## src/rtl/ahbmtx_l2_in_stg_if.sv

```systemverilog
// ahbmtx_l2_in_stg_if: bundle between an upstream AHB master port, the L2
// matrix input stage and that port's address decoder.
//   Master side : HSELS, HADDRS, HTRANSS, HWRITES, HSIZES, HBURSTS, HPROTS,
//                 HMASTLOCKS, HREADYS in; HREADYOUTS, HRESPS back.
//   Decoder side: sel_op, addr_op, trans_op, write_op, size_op, burst_op,
//                 prot_op, mastlock_op, held_tran_op out; active_op,
//                 readyout_op, resp_op back.
// Modports: slave  = the input stage itself,
//           master = the environment (upstream master + decoder).
interface ahbmtx_l2_in_stg_if #(
  parameter int unsigned ADDR_W = 32,
  parameter int unsigned PROT_W = 4
);
  logic              HSELS;
  logic [ADDR_W-1:0] HADDRS;
  logic [1:0]        HTRANSS;
  logic              HWRITES;
  logic [2:0]        HSIZES;
  logic [2:0]        HBURSTS;
  logic [PROT_W-1:0] HPROTS;
  logic              HMASTLOCKS;
  logic              HREADYS;
  logic              HREADYOUTS;
  logic [1:0]        HRESPS;

  logic              sel_op;
  logic [ADDR_W-1:0] addr_op;
  logic [1:0]        trans_op;
  logic              write_op;
  logic [2:0]        size_op;
  logic [2:0]        burst_op;
  logic [PROT_W-1:0] prot_op;
  logic              mastlock_op;
  logic              held_tran_op;
  logic              active_op;
  logic              readyout_op;
  logic [1:0]        resp_op;

  modport slave (
    input  HSELS, HADDRS, HTRANSS, HWRITES, HSIZES, HBURSTS, HPROTS,
           HMASTLOCKS, HREADYS, active_op, readyout_op, resp_op,
    output HREADYOUTS, HRESPS, sel_op, addr_op, trans_op, write_op, size_op,
           burst_op, prot_op, mastlock_op, held_tran_op
  );

  modport master (
    output HSELS, HADDRS, HTRANSS, HWRITES, HSIZES, HBURSTS, HPROTS,
           HMASTLOCKS, HREADYS, active_op, readyout_op, resp_op,
    input  HREADYOUTS, HRESPS, sel_op, addr_op, trans_op, write_op, size_op,
           burst_op, prot_op, mastlock_op, held_tran_op
  );
endinterface

```

## src/rtl/ahbmtx_l2_in_stg.sv

```systemverilog
// ahbmtx_l2_in_stg: slave-port input stage of the L2 AHB bus matrix.
// Forwards the live address phase straight to the decoder when the target
// output stage takes it; otherwise captures it and replays it from a holding
// register while stalling the master (HREADYOUTS=0).
// Ports:
//   HCLK    - AHB clock
//   HRESETn - asynchronous active-low reset
//   bus     - ahbmtx_l2_in_stg_if.slave (master address phase in, response
//             out; decoder address phase out, decoder response in)
// Optional build macro: AHBMTX_L2_IN_STG_SEQ2NSEQ_EN - a replayed SEQ beat is
// presented as NONSEQ/INCR since arbitration may have split the burst.
module ahbmtx_l2_in_stg #(
  parameter int unsigned ADDR_W = 32,
  parameter int unsigned PROT_W = 4
) (
  input  logic                 HCLK,
  input  logic                 HRESETn,
  ahbmtx_l2_in_stg_if.slave    bus
);

  localparam logic [1:0] TRANS_NONSEQ = 2'b10;
  localparam logic [1:0] TRANS_SEQ    = 2'b11;
  localparam logic [2:0] BURST_INCR   = 3'b001;
  localparam logic [1:0] RESP_OKAY    = 2'b00;

  typedef enum logic {
    ST_IDLE = 1'b0,
    ST_PEND = 1'b1
  } state_e;

  typedef struct packed {
    logic [ADDR_W-1:0] addr;
    logic [1:0]        trans;
    logic              write;
    logic [2:0]        size;
    logic [2:0]        burst;
    logic [PROT_W-1:0] prot;
    logic              mastlock;
  } addr_phase_t;

  state_e      state_q;
  addr_phase_t hold_q;
  addr_phase_t live_c;
  addr_phase_t out_c;
  logic        trans_valid_c;
  logic        accept_c;

  // Only NONSEQ/SEQ with the layer ready are real transfers.
  assign trans_valid_c = bus.HSELS & bus.HTRANSS[1] & bus.HREADYS;
  assign accept_c      = bus.active_op & bus.readyout_op;

  assign live_c = '{addr:     bus.HADDRS,
                    trans:    bus.HTRANSS,
                    write:    bus.HWRITES,
                    size:     bus.HSIZES,
                    burst:    bus.HBURSTS,
                    prot:     bus.HPROTS,
                    mastlock: bus.HMASTLOCKS};

  // Pending-transfer FSM and holding register. A live transfer seen while
  // pending cannot occur on a compliant layer and is ignored.
  always_ff @(posedge HCLK or negedge HRESETn) begin
    if (!HRESETn) begin
      state_q <= ST_IDLE;
      hold_q  <= '0;
    end else begin
      case (state_q)
        ST_IDLE: begin
          if (trans_valid_c) begin
            hold_q <= live_c;
            if (!accept_c) state_q <= ST_PEND;
          end
        end
        ST_PEND: begin
          if (accept_c) state_q <= ST_IDLE;
        end
        default: state_q <= ST_IDLE;
      endcase
    end
  end

  // Address-phase source select toward the decoder.
  always_comb begin
    out_c = live_c;
    if (state_q == ST_PEND) begin
      out_c = hold_q;
`ifdef AHBMTX_L2_IN_STG_SEQ2NSEQ_EN
      if (hold_q.trans == TRANS_SEQ) begin
        out_c.trans = TRANS_NONSEQ;
        out_c.burst = BURST_INCR;
      end
`endif
    end
  end

  assign bus.held_tran_op = (state_q == ST_PEND);
  assign bus.sel_op       = (state_q == ST_PEND) ? 1'b1 : bus.HSELS;
  assign bus.addr_op      = out_c.addr;
  assign bus.trans_op     = out_c.trans;
  assign bus.write_op     = out_c.write;
  assign bus.size_op      = out_c.size;
  assign bus.burst_op     = out_c.burst;
  assign bus.prot_op      = out_c.prot;
  assign bus.mastlock_op  = out_c.mastlock;

  // The master is stalled with OKAY for as long as a held transfer waits.
  assign bus.HREADYOUTS = (state_q == ST_PEND) ? 1'b0 : bus.readyout_op;
  assign bus.HRESPS     = (state_q == ST_PEND) ? RESP_OKAY : bus.resp_op;

endmodule
```

## src/flat_wrapper.sv

```systemverilog
// flat-port wrapper written by rule: the top's interface ports become plain ports
module ahbmtx_l2_in_stg_flat 
#(
  parameter int unsigned ADDR_W = 32,
  parameter int unsigned PROT_W = 4
)
  (HCLK, HRESETn, bus_HSELS, bus_HADDRS, bus_HTRANSS, bus_HWRITES, bus_HSIZES, bus_HBURSTS, bus_HPROTS, bus_HMASTLOCKS, bus_HREADYS, bus_active_op, bus_readyout_op, bus_resp_op, bus_HREADYOUTS, bus_HRESPS, bus_sel_op, bus_addr_op, bus_trans_op, bus_write_op, bus_size_op, bus_burst_op, bus_prot_op, bus_mastlock_op, bus_held_tran_op);
  ahbmtx_l2_in_stg_if #(.ADDR_W(ADDR_W), .PROT_W(PROT_W)) bus_i ();
  input  logic HCLK;
  input  logic HRESETn;
  input wire logic [$bits(bus_i.HSELS)-1:0] bus_HSELS;
  input wire logic [$bits(bus_i.HADDRS)-1:0] bus_HADDRS;
  input wire logic [$bits(bus_i.HTRANSS)-1:0] bus_HTRANSS;
  input wire logic [$bits(bus_i.HWRITES)-1:0] bus_HWRITES;
  input wire logic [$bits(bus_i.HSIZES)-1:0] bus_HSIZES;
  input wire logic [$bits(bus_i.HBURSTS)-1:0] bus_HBURSTS;
  input wire logic [$bits(bus_i.HPROTS)-1:0] bus_HPROTS;
  input wire logic [$bits(bus_i.HMASTLOCKS)-1:0] bus_HMASTLOCKS;
  input wire logic [$bits(bus_i.HREADYS)-1:0] bus_HREADYS;
  input wire logic [$bits(bus_i.active_op)-1:0] bus_active_op;
  input wire logic [$bits(bus_i.readyout_op)-1:0] bus_readyout_op;
  input wire logic [$bits(bus_i.resp_op)-1:0] bus_resp_op;
  output wire logic [$bits(bus_i.HREADYOUTS)-1:0] bus_HREADYOUTS;
  output wire logic [$bits(bus_i.HRESPS)-1:0] bus_HRESPS;
  output wire logic [$bits(bus_i.sel_op)-1:0] bus_sel_op;
  output wire logic [$bits(bus_i.addr_op)-1:0] bus_addr_op;
  output wire logic [$bits(bus_i.trans_op)-1:0] bus_trans_op;
  output wire logic [$bits(bus_i.write_op)-1:0] bus_write_op;
  output wire logic [$bits(bus_i.size_op)-1:0] bus_size_op;
  output wire logic [$bits(bus_i.burst_op)-1:0] bus_burst_op;
  output wire logic [$bits(bus_i.prot_op)-1:0] bus_prot_op;
  output wire logic [$bits(bus_i.mastlock_op)-1:0] bus_mastlock_op;
  output wire logic [$bits(bus_i.held_tran_op)-1:0] bus_held_tran_op;
  assign bus_i.HSELS = bus_HSELS;
  assign bus_i.HADDRS = bus_HADDRS;
  assign bus_i.HTRANSS = bus_HTRANSS;
  assign bus_i.HWRITES = bus_HWRITES;
  assign bus_i.HSIZES = bus_HSIZES;
  assign bus_i.HBURSTS = bus_HBURSTS;
  assign bus_i.HPROTS = bus_HPROTS;
  assign bus_i.HMASTLOCKS = bus_HMASTLOCKS;
  assign bus_i.HREADYS = bus_HREADYS;
  assign bus_i.active_op = bus_active_op;
  assign bus_i.readyout_op = bus_readyout_op;
  assign bus_i.resp_op = bus_resp_op;
  assign bus_HREADYOUTS = bus_i.HREADYOUTS;
  assign bus_HRESPS = bus_i.HRESPS;
  assign bus_sel_op = bus_i.sel_op;
  assign bus_addr_op = bus_i.addr_op;
  assign bus_trans_op = bus_i.trans_op;
  assign bus_write_op = bus_i.write_op;
  assign bus_size_op = bus_i.size_op;
  assign bus_burst_op = bus_i.burst_op;
  assign bus_prot_op = bus_i.prot_op;
  assign bus_mastlock_op = bus_i.mastlock_op;
  assign bus_held_tran_op = bus_i.held_tran_op;
  ahbmtx_l2_in_stg #(.ADDR_W(ADDR_W), .PROT_W(PROT_W)) u_core (.HCLK(HCLK), .HRESETn(HRESETn), .bus(bus_i));
endmodule
```

## config.mk

```make
export PLATFORM = sky130hd
export DESIGN_NAME = ahbmtx_l2_in_stg_flat
export DESIGN_NICKNAME = d
export VERILOG_FILES = /design/src/rtl/ahbmtx_l2_in_stg_if.sv /design/src/rtl/ahbmtx_l2_in_stg.sv /design/src/flat_wrapper.sv
export SDC_FILE = /design/constraint.sdc
export NUM_CORES = 1
export LEC_CHECK = 0
export ABC_AREA = 1
export BUFFER_PORTS_ARGS = -buffer_cell sky130_fd_sc_hd__buf_2
export CAP_MARGIN = 10
export CORE_MARGIN = 4
export CORE_UTILIZATION = 40
export CTS_CLUSTER_DIAMETER = 100
export DETAILED_ROUTE_END_ITERATION = 8
export GPL_TIMING_DRIVEN = 0
export PLACE_DENSITY = 0.67
export SLEW_MARGIN = 20
export SYNTH_ARGS = -nofsm -noshare
export SYNTH_HDL_FRONTEND = slang
export SYNTH_SLANG_ARGS = --single-unit
export TNS_END_PERCENT = 1
```

## constraint.sdc

```tcl
create_clock -name HCLK -period 1.7 [get_ports HCLK]
set_clock_uncertainty 0.2 [all_clocks]
set_input_delay 0.085 -clock HCLK [delete_from_list [all_inputs] [get_ports HCLK]]
set_output_delay 0.085 -clock HCLK [all_outputs]
set_load 0.05 [all_outputs]
```

# After elaboration in Yosys (flattened, before gate mapping)
# Index checks and enable logic that the tools add are counted.
[op_classes] mux=7 bitwise=4 reduce_logical=1
[op_table] op="46-bit 2-to-1 mux" n=1
[op_table] op="1-bit 2-to-1 mux" n=4
[op_table] op="1-bit AND" n=3
[op_table] op="2-bit 2-to-1 mux" n=1
[op_table] op="1-bit case mux with 2 select lines" n=1
[op_table] op="2-bit AND reduction" n=1
[op_table] op="1-bit inverter" n=1
[totals] out_inout_bits=51 ff_bits=47 in_bits=54

# Depth between registers and ports, before layout
# Gate-level depths: netlist of the first run.
[logic_depth] depth_word=4 mapped_depth=6

# Least setup slack after synthesis of the first run
# OpenSTA, ideal clock, no wires.
[synth_path] path_kind="register -> output" start="register u_core.state_q, in the netlist u_core.bus.held_tran_op" end="output port bus_trans_op[1]" slack_ps=-762 path_stages_with_launch=5 arrival_ps=2177 path_buffers=2 path_cell_list="dfrtp_1 > clkbuf_2 > inv_2 > buf_4 > o21ai_0"
[synth_via] elab_chain_cells=1
[synth_rtl] element="from (decl)" line="ahbmtx_l2_in_stg.sv:41" rtl="state_e state_q;"
[synth_rtl] element="from (signal assigned)" line="ahbmtx_l2_in_stg.sv:64" rtl="state_q <= ST_IDLE;"
[synth_rtl] element="from (signal assigned)" line="ahbmtx_l2_in_stg.sv:71" rtl="if (!accept_c) state_q <= ST_PEND;"
[synth_rtl] element="from (signal assigned)" line="ahbmtx_l2_in_stg.sv:75" rtl="if (accept_c) state_q <= ST_IDLE;"
[synth_rtl] element="46-bit 2-to-1 mux" line="ahbmtx_l2_in_stg.sv:85" rtl="if (state_q == ST_PEND) begin"
[synth_rtl] element="to (decl)" line="flat_wrapper.sv:27" rtl="output wire logic [$bits(bus_i.trans_op)-1:0] bus_trans_op;"
# No other way between the ends.

# Worst setup path in the final report of the first run
[layout_path] start="register u_core.state_q, in the netlist u_core.bus.held_tran_op" end="output port bus_addr_op[21]"
[layout_via] elab_chain_cells=1
[layout_rtl] element="46-bit 2-to-1 mux" line="ahbmtx_l2_in_stg.sv:85"
[layout_rtl] element="to (decl)" line="flat_wrapper.sv:26" rtl="output wire logic [$bits(bus_i.addr_op)-1:0] bus_addr_op;"
# No other way between the ends.

==> metrics.txt, run 1 <==
outcome=complete, but fails checks; failing checks=negative setup slack; compound-cell area share of the yosys netlist=0.00489; clock slew seen by the registers of the worst setup and hold paths=0.08 ns; minimum hold slack=0.0445 ns; peak clock frequency supported by timing=585 MHz; effective utilization at floorplan=0.422; total power after layout=4.06 mW; Switch Pwr=1.68 mW; Post-synth EDFFs=0; number of buffers created by CTS=5; mux contribution to synthesized area=0; post-DR wirelength/cell=13.5 µm; Peak VDD IR=0.699 mV; ANT nets after route=0; Hold Path Class=in -> reg; worst reg2reg endpoint=u_core.hold_q[10]$_DFFE_PN0P_; biggest area consumer among synthesized cells=sky130_fd_sc_hd__dfrtp_1; nets in the synthesized netlist=413; top cells by area, synth=sky130_fd_sc_hd__dfrtp_1 (46%), sky130_fd_sc_hd__nand2_1 (33%), sky130_fd_sc_hd__nand3_1 (8.8%), sky130_fd_sc_hd__buf_8 (2.3%), sky130_fd_sc_hd__buf_4 (2.1%); number of global-route vias before repair=2723; remaining global-route overflow=0; Yosys warning total=0; hold path endpoint=u_core.hold_q[33]$_DFFE_PN0P_; Die Area=7730 µm²; power per standard cell area=969 nW/µm²; startpoint of the worst-slack reg-to-reg timing path=u_core.bus.held_tran_op$_DFF_PN0_; leading cell types by count after synthesis=sky130_fd_sc_hd__nand2_1 (227), sky130_fd_sc_hd__dfrtp_1 (47), sky130_fd_sc_hd__nand3_1 (45); final estimated routing congestion in global placement=0.821; Worst Reg2Reg Path Length in Cells=6; final sum of negative setup slack=-0.00812 ns; Int Pwr=2.38 mW; critical path class=reg -> out; number of synthesized register bits=47; post-synthesis cell area=2560 µm²; clock share of power=0.151; CTS root buf=sky130_fd_sc_hd__clkbuf_8; num ports=105; number of violations of the max-capacitance limit=0; Final min period=1.71 ns; number of vias per cell after detailed routing=4.76; synthesized netlist cell count=359; register area share after synthesis=0.460; DRT iter0 DRCs=122; Final WS setup=-0.00812 ns; fraction of layout instances using a drive strength above 1=0.298; setup repair after global routing missed its margin=yes; share of the synthesized area in the top cell type=0.460; critical path startpoint category=flip-flop; number of iterations in the first detailed-routing pass=4; dominant register cell in the synthesized netlist=sky130_fd_sc_hd__dfrtp_1; worst hold start=bus_HTRANSS[1]; number of pins exceeding their max-slew limit in the final report=0; # setup viols final=1; power share of the combinational group=0.482; xor and xnor fraction of the mapped netlist area=0; pin count of the biggest net entering global routing=48; Core ar.=6060 µm²; count of cells along the worst hold path=4; number of hold violations in the final report=0; peak fanout along the critical path=10; Rel. slew slack=0.600; Clock Latency Late Sink=0.28 ns; input/output buffers=104; combinational family with the most area after synthesis=simple AND/OR/NAND/NOR gates; cell with the most instances after synthesis=sky130_fd_sc_hd__nand2_1; post-detail-place hpwl=4.95 mm; CTS Sinks=47; leak pwr=2.34 nW; signed area change from the synthesized netlist to the final layout=64.1%; site row count=28; total number of vias=2839; first-pass GRT wire length=12.8 mm; Distinct cells, synth=19; switching power share of the total=0.414; final antenna diode count=0; CTS tree=done; maximum number of buffers from clock root to sink=2; post-layout util=0.692; portion of total power attributed to sequential cells=0.367; overall global routing resource usage=0.210; CP Capture Type=output port; Chip Height=87.9 µm; measured slew at the worst slew-check pin=0.600 ns; total wire length=8.07 mm; fraction of the cycle the final worst path needs=1.00; required time worst endpoint=1.41 ns; critical path arrival=1.42 ns; Final Net Count=576; Post-Synth Simple-Gate Area=0.451; total DRC errors in the routed layout=0; async set-reset flop share out of synthesis=1.00; synthesized-area fraction occupied by adder cells=0; H-tree levels=2; worst-case register-to-register setup slack=0.15 ns; number of antenna violations at the first check in global routing=0; horizontal extent of the die=87.9 µm; Post-Syn Area per Cell=7.12 µm²
-- sequential cells by signal, summed over array words and instances, names as in the netlist --
register,cells
u_core.hold_q,46
u_core.bus.held_tran_op,1
-- power by group through the flow --
stage          Sequential, mW  Clock [mW]  Combinational, mW
4_1_cts                  1.49       0.628               1.84
3_3_place_gp             1.49           0               1.51
6_report                 1.49       0.616               1.96
2_1_floorplan            1.48           0               1.16
3_5_place_dp             1.50           0               1.52
5_1_grt                  1.52       0.667               2.11
-- cell families (layout without fill, tap and decap cells) --
| kind of cell | after synthesis | after routing |
|---|---|---|
| buf+inv | 30 | 192 |
| compound gates | 2 | 2 |
| simple gates | 280 | 280 |
| flops | 47 | 47 |
-- cell type report --
type                    count  area (µm²)
inverters                   6        25.0
well taps                  75        93.8
fillers                   505        1870
plain buffers              23         255
multi-input cells         282        1200
flip-flops and latches     47        1180
repair buffers            157        1370
clock buffers               6        72.6
-- per-layer routing --
layer  share of wire  up-vias  global-route usage  wire (µm)
met1            0.42     1341               0.279       3400
met4          0.0047        0              0.0377         38
met3           0.045        2              0.0282        365
met5               0        -                   0          0
li1                -     1431                   -          -
met2            0.53       65               0.371       4270
-- worst max-delay path, cell delays in order, from the launching register on --
cell	delay [ns]
sky130_fd_sc_hd__dfrtp_2	0.46
sky130_fd_sc_hd__inv_4	0.08
sky130_fd_sc_hd__buf_12	0.13
sky130_fd_sc_hd__buf_8	0.13
sky130_fd_sc_hd__nand2_1	0.08
sky130_fd_sc_hd__nand2_2	0.10
sky130_fd_sc_hd__buf_8	0.15
-- per-stage QoR --
| stage | setup WS [ns] | area [µm²] | std cells |
|---|---|---|---|
| 2_1_floorplan | -0.212 | 2560 | 359 |
| 3_3_place_gp | 0.00499 | 3170 | 538 |
| 3_5_place_dp | -0.0144 | 3170 | 538 |
| 4_1_cts | -0.00802 | 4040 | 596 |
| 5_1_grt | -0.0887 | 4200 | 596 |
| 6_report | -0.00812 | 4200 | 596 |
-- how the worst max path moves through the flow --
| stage | startpoint | slack, ns | to |
|---|---|---|---|
| 2_1_floorplan | u_core.bus.held_tran_op$_DFF_PN0_ | -0.21 | bus_HREADYOUTS |
| 3_3_place_gp | u_core.bus.held_tran_op$_DFF_PN0_ | 0.005 | bus_prot_op[3] |
| 3_5_place_dp | u_core.bus.held_tran_op$_DFF_PN0_ | -0.01 | bus_addr_op[11] |
| 4_1_cts | u_core.bus.held_tran_op$_DFF_PN0_ | -0.008 | bus_addr_op[11] |
| 5_1_grt | u_core.bus.held_tran_op$_DFF_PN0_ | -0.09 | bus_addr_op[21] |
| 6_report | u_core.bus.held_tran_op$_DFF_PN0_ | -0.008 | bus_addr_op[21] |
-- placed cells by master (no fill, tap or decap), drive strengths merged --
cell type / Yosys / routed
nand3: 46 / 46
nand4: 1 / 1
clkbuf: 4 / 8
o21ai: 1 / 1
nor2: 4 / 4
buf: 20 / 128
inv: 6 / 6
dlygate4sd3: 0 / 50
nand2: 228 / 228
a22oi: 1 / 1
or2: 1 / 1
dfrtp: 47 / 47
-- repair_timing --
item / in CTS / in global routing
setup endpoints to repair: 50 / 50
hold buffers: 50 / 0
setup buffers: 3 / 0
gates resized for setup: 93 / 46
endpoints found under the hold margin: 93 / 0
Power figures use the tool's default switching activity.
==> run 2: changes to the inputs <==
==> constraint.sdc (replaced) <==
create_clock -name HCLK -period 1.7 [get_ports HCLK]
set_clock_uncertainty 0.2 [all_clocks]
set_input_delay 0.255 -clock HCLK [delete_from_list [all_inputs] [get_ports HCLK]]
set_output_delay 0.255 -clock HCLK [all_outputs]
set_load 0.05 [all_outputs]
==> run 2 against run 1 <==
The flow still finishes with violations (negative setup slack). Sequential power about the same. Largest power group unchanged. Non-clock buffer count down 25. Total power increased by 12%. Setup slack worse by 0.18 ns. Final area up 11%. Critical path depth did not move. Utilization increased by 7.4 points. First-iteration DRC count rose by 8.2%. Hold slack worse by 0.035 ns. Sequential cell count stayed put.
==> metrics.txt, run 2 (synthesized netlist as in run 1, its figures left out) <==
measured slew at the worst slew-check pin=0.604 ns; number of vias per cell after detailed routing=4.97; CTS tree=done; total power after layout=4.55 mW; leading cell type in the layout, fill and taps excluded=sky130_fd_sc_hd__nand2_1; final sum of negative setup slack=-7.93 ns; crit path capture=bus_addr_op[29]; Final WS setup=-0.192 ns; max FFs per register=46; count of placed standard cells including taps=538; first-pass GRT wire length=13.0 mm; # setup viols final=50; CTS root buf=sky130_fd_sc_hd__clkbuf_8; total number of vias=2846; H-tree levels=2; setup repair after global routing missed its margin=yes; Hold Path Class=in -> reg; number of hold violations in the final report=0; CTS Sinks=47; peak fanout along the critical path=7; worst reg2reg endpoint=u_core.hold_q[27]$_DFFE_PN0P_; Peak VDD IR=0.668 mV; Post-Layout Cell Count=573; number of violations of the max-capacitance limit=0; Biggest register=u_core.hold_q; worst-case register-to-register setup slack=0.15 ns; critical path startpoint category=flip-flop; Post-Place Cell Area=3500 µm²; crit path launch=u_core.bus.held_tran_op$_DFF_PN0_; fraction of layout instances using a drive strength above 1=0.482; Final Net Count=551; input/output buffers=104; fraction of the cycle the final worst path needs=1.11; post-detail-place hpwl=5.26 mm; required time worst endpoint=1.24 ns; Final min period=1.89 ns; post-layout util=0.766; met2 Use GR=0.371; Worst Reg2Reg Path Length in Cells=6; site row count=28; commonest cells after routing, fill and taps aside=sky130_fd_sc_hd__nand2_1 (141), sky130_fd_sc_hd__buf_2 (59), sky130_fd_sc_hd__buf_8 (55); number of buffers created by CTS=5; total wire length=8.23 mm; post-DR wirelength/cell=14.4 µm; met3 GRT Util=0.0414; total DRC errors in the routed layout=0; CP Capture Type=output port; num ports=105; Die Area=7730 µm²; signed area change from the synthesized netlist to the final layout=81.6%; startpoint of the worst-slack reg-to-reg timing path=u_core.bus.held_tran_op$_DFF_PN0_; final antenna diode count=0; horizontal extent of the die=87.9 µm; ANT nets after route=0; maximum number of buffers from clock root to sink=2; number of pins exceeding their max-slew limit in the final report=0; Core ar.=6060 µm²; grt met1 use=0.279; Rel. slew slack=0.598; clock slew seen by the registers of the worst setup and hold paths=0.09 ns; post-route cell area=4640 µm²; Chip Height=87.9 µm; number of iterations in the first detailed-routing pass=4; peak clock frequency supported by timing=529 MHz; critical path class=reg -> out; remaining global-route overflow=0; power per standard cell area=979 nW/µm²; effective utilization at floorplan=0.422; pin count of the biggest net entering global routing=48; number of global-route vias before repair=2697; critical path arrival=1.44 ns; DRT iter0 DRCs=132; leak pwr=2.44 nW; Clock Latency Late Sink=0.30 ns; number of antenna violations at the first check in global routing=0; outcome=complete, but fails checks; overall global routing resource usage=0.216; failing checks=negative setup slack; routing layer with the top usage in global route=met2; final estimated routing congestion in global placement=0.754
[run 2: layout make-up]
type / instances / area [µm²]
inverter: 6 / 25.0
sequential: 47 / 1180
buffer: 23 / 262
tap: 75 / 93.8
fill: 434 / 1420
multi-input combinational: 282 / 1640
timing repair buffer: 132 / 1350
clock inverter: 1 / 5.00
clock buffer: 7 / 86.3
[run 2: what timing repair did]
item                                    in CTS  in global routing
gates cloned                                 0                  5
hold buffers                                19                  0
endpoints found under the setup margin      50                 50
hold endpoints to repair                    64                  0
buffers inserted                             4                  0
pin swaps                                    0                  2
resized for setup                          171                 49
[run 2: critical path: stages (launching register included)]
cell and delay, ns:
sky130_fd_sc_hd__dfrtp_2 0.46, sky130_fd_sc_hd__inv_4 0.10, sky130_fd_sc_hd__buf_12 0.15, sky130_fd_sc_hd__clkbuf_16 0.16, sky130_fd_sc_hd__nand2_2 0.06, sky130_fd_sc_hd__nand2_4 0.06
sky130_fd_sc_hd__buf_8 0.14
[run 2: how the worst min path moves through the flow]
stage | depth (start not counted) | slack, ns | endpoint | start
after CTS | 3 | 0.003 | u_core.hold_q[45]$_DFFE_PN0P_ | bus_HADDRS[31]
after detailed placement | 2 | 0.26 | u_core.hold_q[45]$_DFFE_PN0P_ | u_core.hold_q[45]$_DFFE_PN0P_
after floorplan | 0 | -0.24 | u_core.bus.held_tran_op$_DFF_PN0_ | HRESETn
after global placement | 2 | 0.25 | u_core.bus.held_tran_op$_DFF_PN0_ | bus_active_op
final | 3 | 0.009 | u_core.hold_q[26]$_DFFE_PN0P_ | bus_HADDRS[12]
after global routing | 3 | 0.007 | u_core.hold_q[5]$_DFFE_PN0P_ | bus_HBURSTS[0]
[run 2: power by group]
group	internal (mW)	switching, mW	total [mW]
sequential	1.36	0.129	1.49
combinational	0.971	1.39	2.36
clock	0.329	0.372	0.701
[run 2: per-layer routing]
| layer | vias to the layer above | wire [µm] |
|---|---|---|
| li1 | 1388 | - |
| met1 | 1378 | 3240 |
| met2 | 73 | 4500 |
| met3 | 7 | 410 |
| met4 | 0 | 79 |
| met5 | - | 0 |
[run 2: stage by stage]
step	worst slack (ns)	hold slack [ns]
6_report	-0.192	0.00941
5_1_grt	-0.270	0.00687
4_1_cts	-0.186	0.00264
3_5_place_dp	-0.240	0.259
3_3_place_gp	-0.230	0.253
2_1_floorplan	-0.107	-0.241
==> run 3: changes to the inputs <==
- CORE_ASPECT_RATIO: unset -> 0.75
- CORE_MARGIN: 4 -> unset
==> run 3 against run 2 <==
The run still ends with negative setup slack left. Critical path depth unchanged. Total power fell by 4.4%. First-iteration DRC count decreased by 17%. Critical endpoint is now bus_addr_op[16]. Highest routed layer unchanged. Routed wire length down 8.9%. Count of clock-buffer cells in the layout unchanged. Hold slack got worse by 0.0080 ns. Non-clock buffer count fell by 11. Register-to-register slack hardly changed.
==> metrics.txt, run 3 (synthesized netlist as in run 1, its figures left out) <==
worst hold start=bus_HADDRS[24]; Crit path buffers/inverters=4; number of vias per cell after detailed routing=4.89; CP Capture Type=output port; crit path launch=u_core.bus.held_tran_op$_DFF_PN0_; max FFs per register=46; CTS tree=done; total number of vias=2765; CTS Sinks=47; post-route cell area=4310 µm²; power per standard cell area=1010 nW/µm²; power share of the combinational group=0.508; Rel. slew slack=0.601; peak fanout along the critical path=10; final estimated routing congestion in global placement=0.766; clock share of power=0.149; remaining global-route overflow=0; CTS root buf=sky130_fd_sc_hd__clkbuf_8; H-tree levels=2; site row count=24; Final WS setup=-0.186 ns; number of iterations in the first detailed-routing pass=5; overall global routing resource usage=0.235; critical path startpoint category=flip-flop; fraction of the cycle the final worst path needs=1.11; number of pins exceeding their max-slew limit in the final report=0; number of violations of the max-capacitance limit=0; post-detail-place hpwl=4.99 mm; startpoint of the worst-slack reg-to-reg timing path=u_core.bus.held_tran_op$_DFF_PN0_; Peak VDD IR=0.637 mV; required time worst endpoint=1.24 ns; Int Pwr=2.53 mW; Final Net Count=540; critical path arrival=1.43 ns; Chip Height=71.2 µm; Worst path max stage delay=0.47 ns; number of global-route vias before repair=2671; ANT nets after route=0; measured slew at the worst slew-check pin=0.599 ns; grt met1 use=0.330; met2 Use GR=0.384; DRT iter0 DRCs=110; Die Area=6720 µm²; effective utilization at floorplan=0.428; input/output buffers=104; leading cell type in the layout, fill and taps excluded=sky130_fd_sc_hd__nand2_1; Post-Place Cell Area=3510 µm²; Clock Latency Late Sink=0.30 ns; slowest stage cell, crit path=sky130_fd_sc_hd__dfrtp_2; Biggest register=u_core.hold_q; number of antenna violations at the first check in global routing=0; failing checks=negative setup slack; number of hold violations in the final report=0; num ports=105; number of buffers created by CTS=5; portion of total power attributed to sequential cells=0.343; Switch Pwr=1.82 mW; Core ar.=5980 µm²; crit-path most repeated cell=sky130_fd_sc_hd__buf_8; signed area change from the synthesized netlist to the final layout=68.6%; commonest cells after routing, fill and taps aside=sky130_fd_sc_hd__nand2_1 (170), sky130_fd_sc_hd__buf_2 (57), sky130_fd_sc_hd__buf_8 (54); maximum number of buffers from clock root to sink=2; fraction of layout instances using a drive strength above 1=0.429; count of fill cells added during filler insertion=467; final antenna diode count=0; setup repair after global routing missed its margin=yes; leak pwr=2.31 nW; peak clock frequency supported by timing=530 MHz; routing layer with the top usage in global route=met2; # setup viols final=50; minimum hold slack=0.00146 ns; pin count of the biggest net entering global routing=48; worst-path cell chain=inv_4 -> buf_12 -> buf_8 -> nand2_1 -> nand2_4 -> buf_8; clock slew seen by the registers of the worst setup and hold paths=0.08 ns; critical path class=reg -> out; Hold Path Class=in -> reg; switching power share of the total=0.419; total wire length=7.50 mm; total DRC errors in the routed layout=0; post-DR wirelength/cell=13.3 µm; post-layout util=0.721; horizontal extent of the die=94.3 µm; met3 GRT Util=0.0446; final sum of negative setup slack=-7.70 ns; Placement Setup Slack=-0.283 ns; first-pass GRT wire length=12.3 mm; largest delay contributor family on the critical path=buffers and inverters; Final min period=1.89 ns; outcome=complete, but fails checks
## run 3: through the flow
step	power (mW)	instances
floorplan	2.83	359
global placement	3.18	541
detailed placement	3.21	541
CTS	4.35	565
global route	4.57	565
finish	4.35	565
## run 3: power groups by stage
stage / Clock (mW) / Sequential [mW] / Combinational [mW]
4_1_cts: 0.664 / 1.49 / 2.20
3_3_place_gp: 0 / 1.50 / 1.68
2_1_floorplan: 0 / 1.48 / 1.35
5_1_grt: 0.701 / 1.52 / 2.35
3_5_place_dp: 0 / 1.50 / 1.71
6_report: 0.647 / 1.49 / 2.21
## run 3: layout make-up
type / count / area, µm² / share of cell area
flip-flops and latches: 47 / 1180 / 0.273
inverters: 6 / 25.0 / 0.00581
clock buffers: 7 / 76.3 / 0.0177
plain buffers: 23 / 251 / 0.0583
repair buffers: 121 / 1150 / 0.267
multi-input cells: 282 / 1530 / 0.354
clock inverters: 1 / 5.00 / 0.00116
well taps: 78 / 97.6 / 0.0226
## run 3: worst reg2reg max path, delay by kind of cell, from the launching register on
| family | cells | cell delay (ns) |
|---|---|---|
| AND/OR/NAND/NOR | 3 | 0.30 |
| flip-flops | 1 | 0.47 |
| buffers and inverters | 3 | 0.48 |
## run 3: repair_timing
| action | CTS | global route |
|---|---|---|
| hold buffers | 9 | 0 |
| endpoints found under the setup margin | 50 | 50 |
| setup buffers | 8 | 0 |
| gates resized for setup | 166 | 11 |
| hold endpoints to repair | 54 | 0 |
| cloned | 0 | 0 |
## run 3: final timing paths
path                                                      to  slack [ns]  cells past startpoint
setup reg to reg               u_core.hold_q[42]$_DFFE_PN0P_        0.15                      6
max in group asynchronous  u_core.bus.held_tran_op$_DFF_PN0_        0.57                      2
setup / recovery                             bus_addr_op[16]       -0.19                      6
hold / removal                 u_core.hold_q[38]$_DFFE_PN0P_       0.001                      3
min in group asynchronous       u_core.hold_q[9]$_DFFE_PN0P_        0.29                      2
hold reg to reg                u_core.hold_q[40]$_DFFE_PN0P_        0.27                      2
## run 3: routing by layer
layer / part of all wire / vias up
met1: 0.45 / 1315
li1: - / 1359
met5: 0 / -
met4: 0.0061 / 0
met3: 0.056 / 7
met2: 0.49 / 84
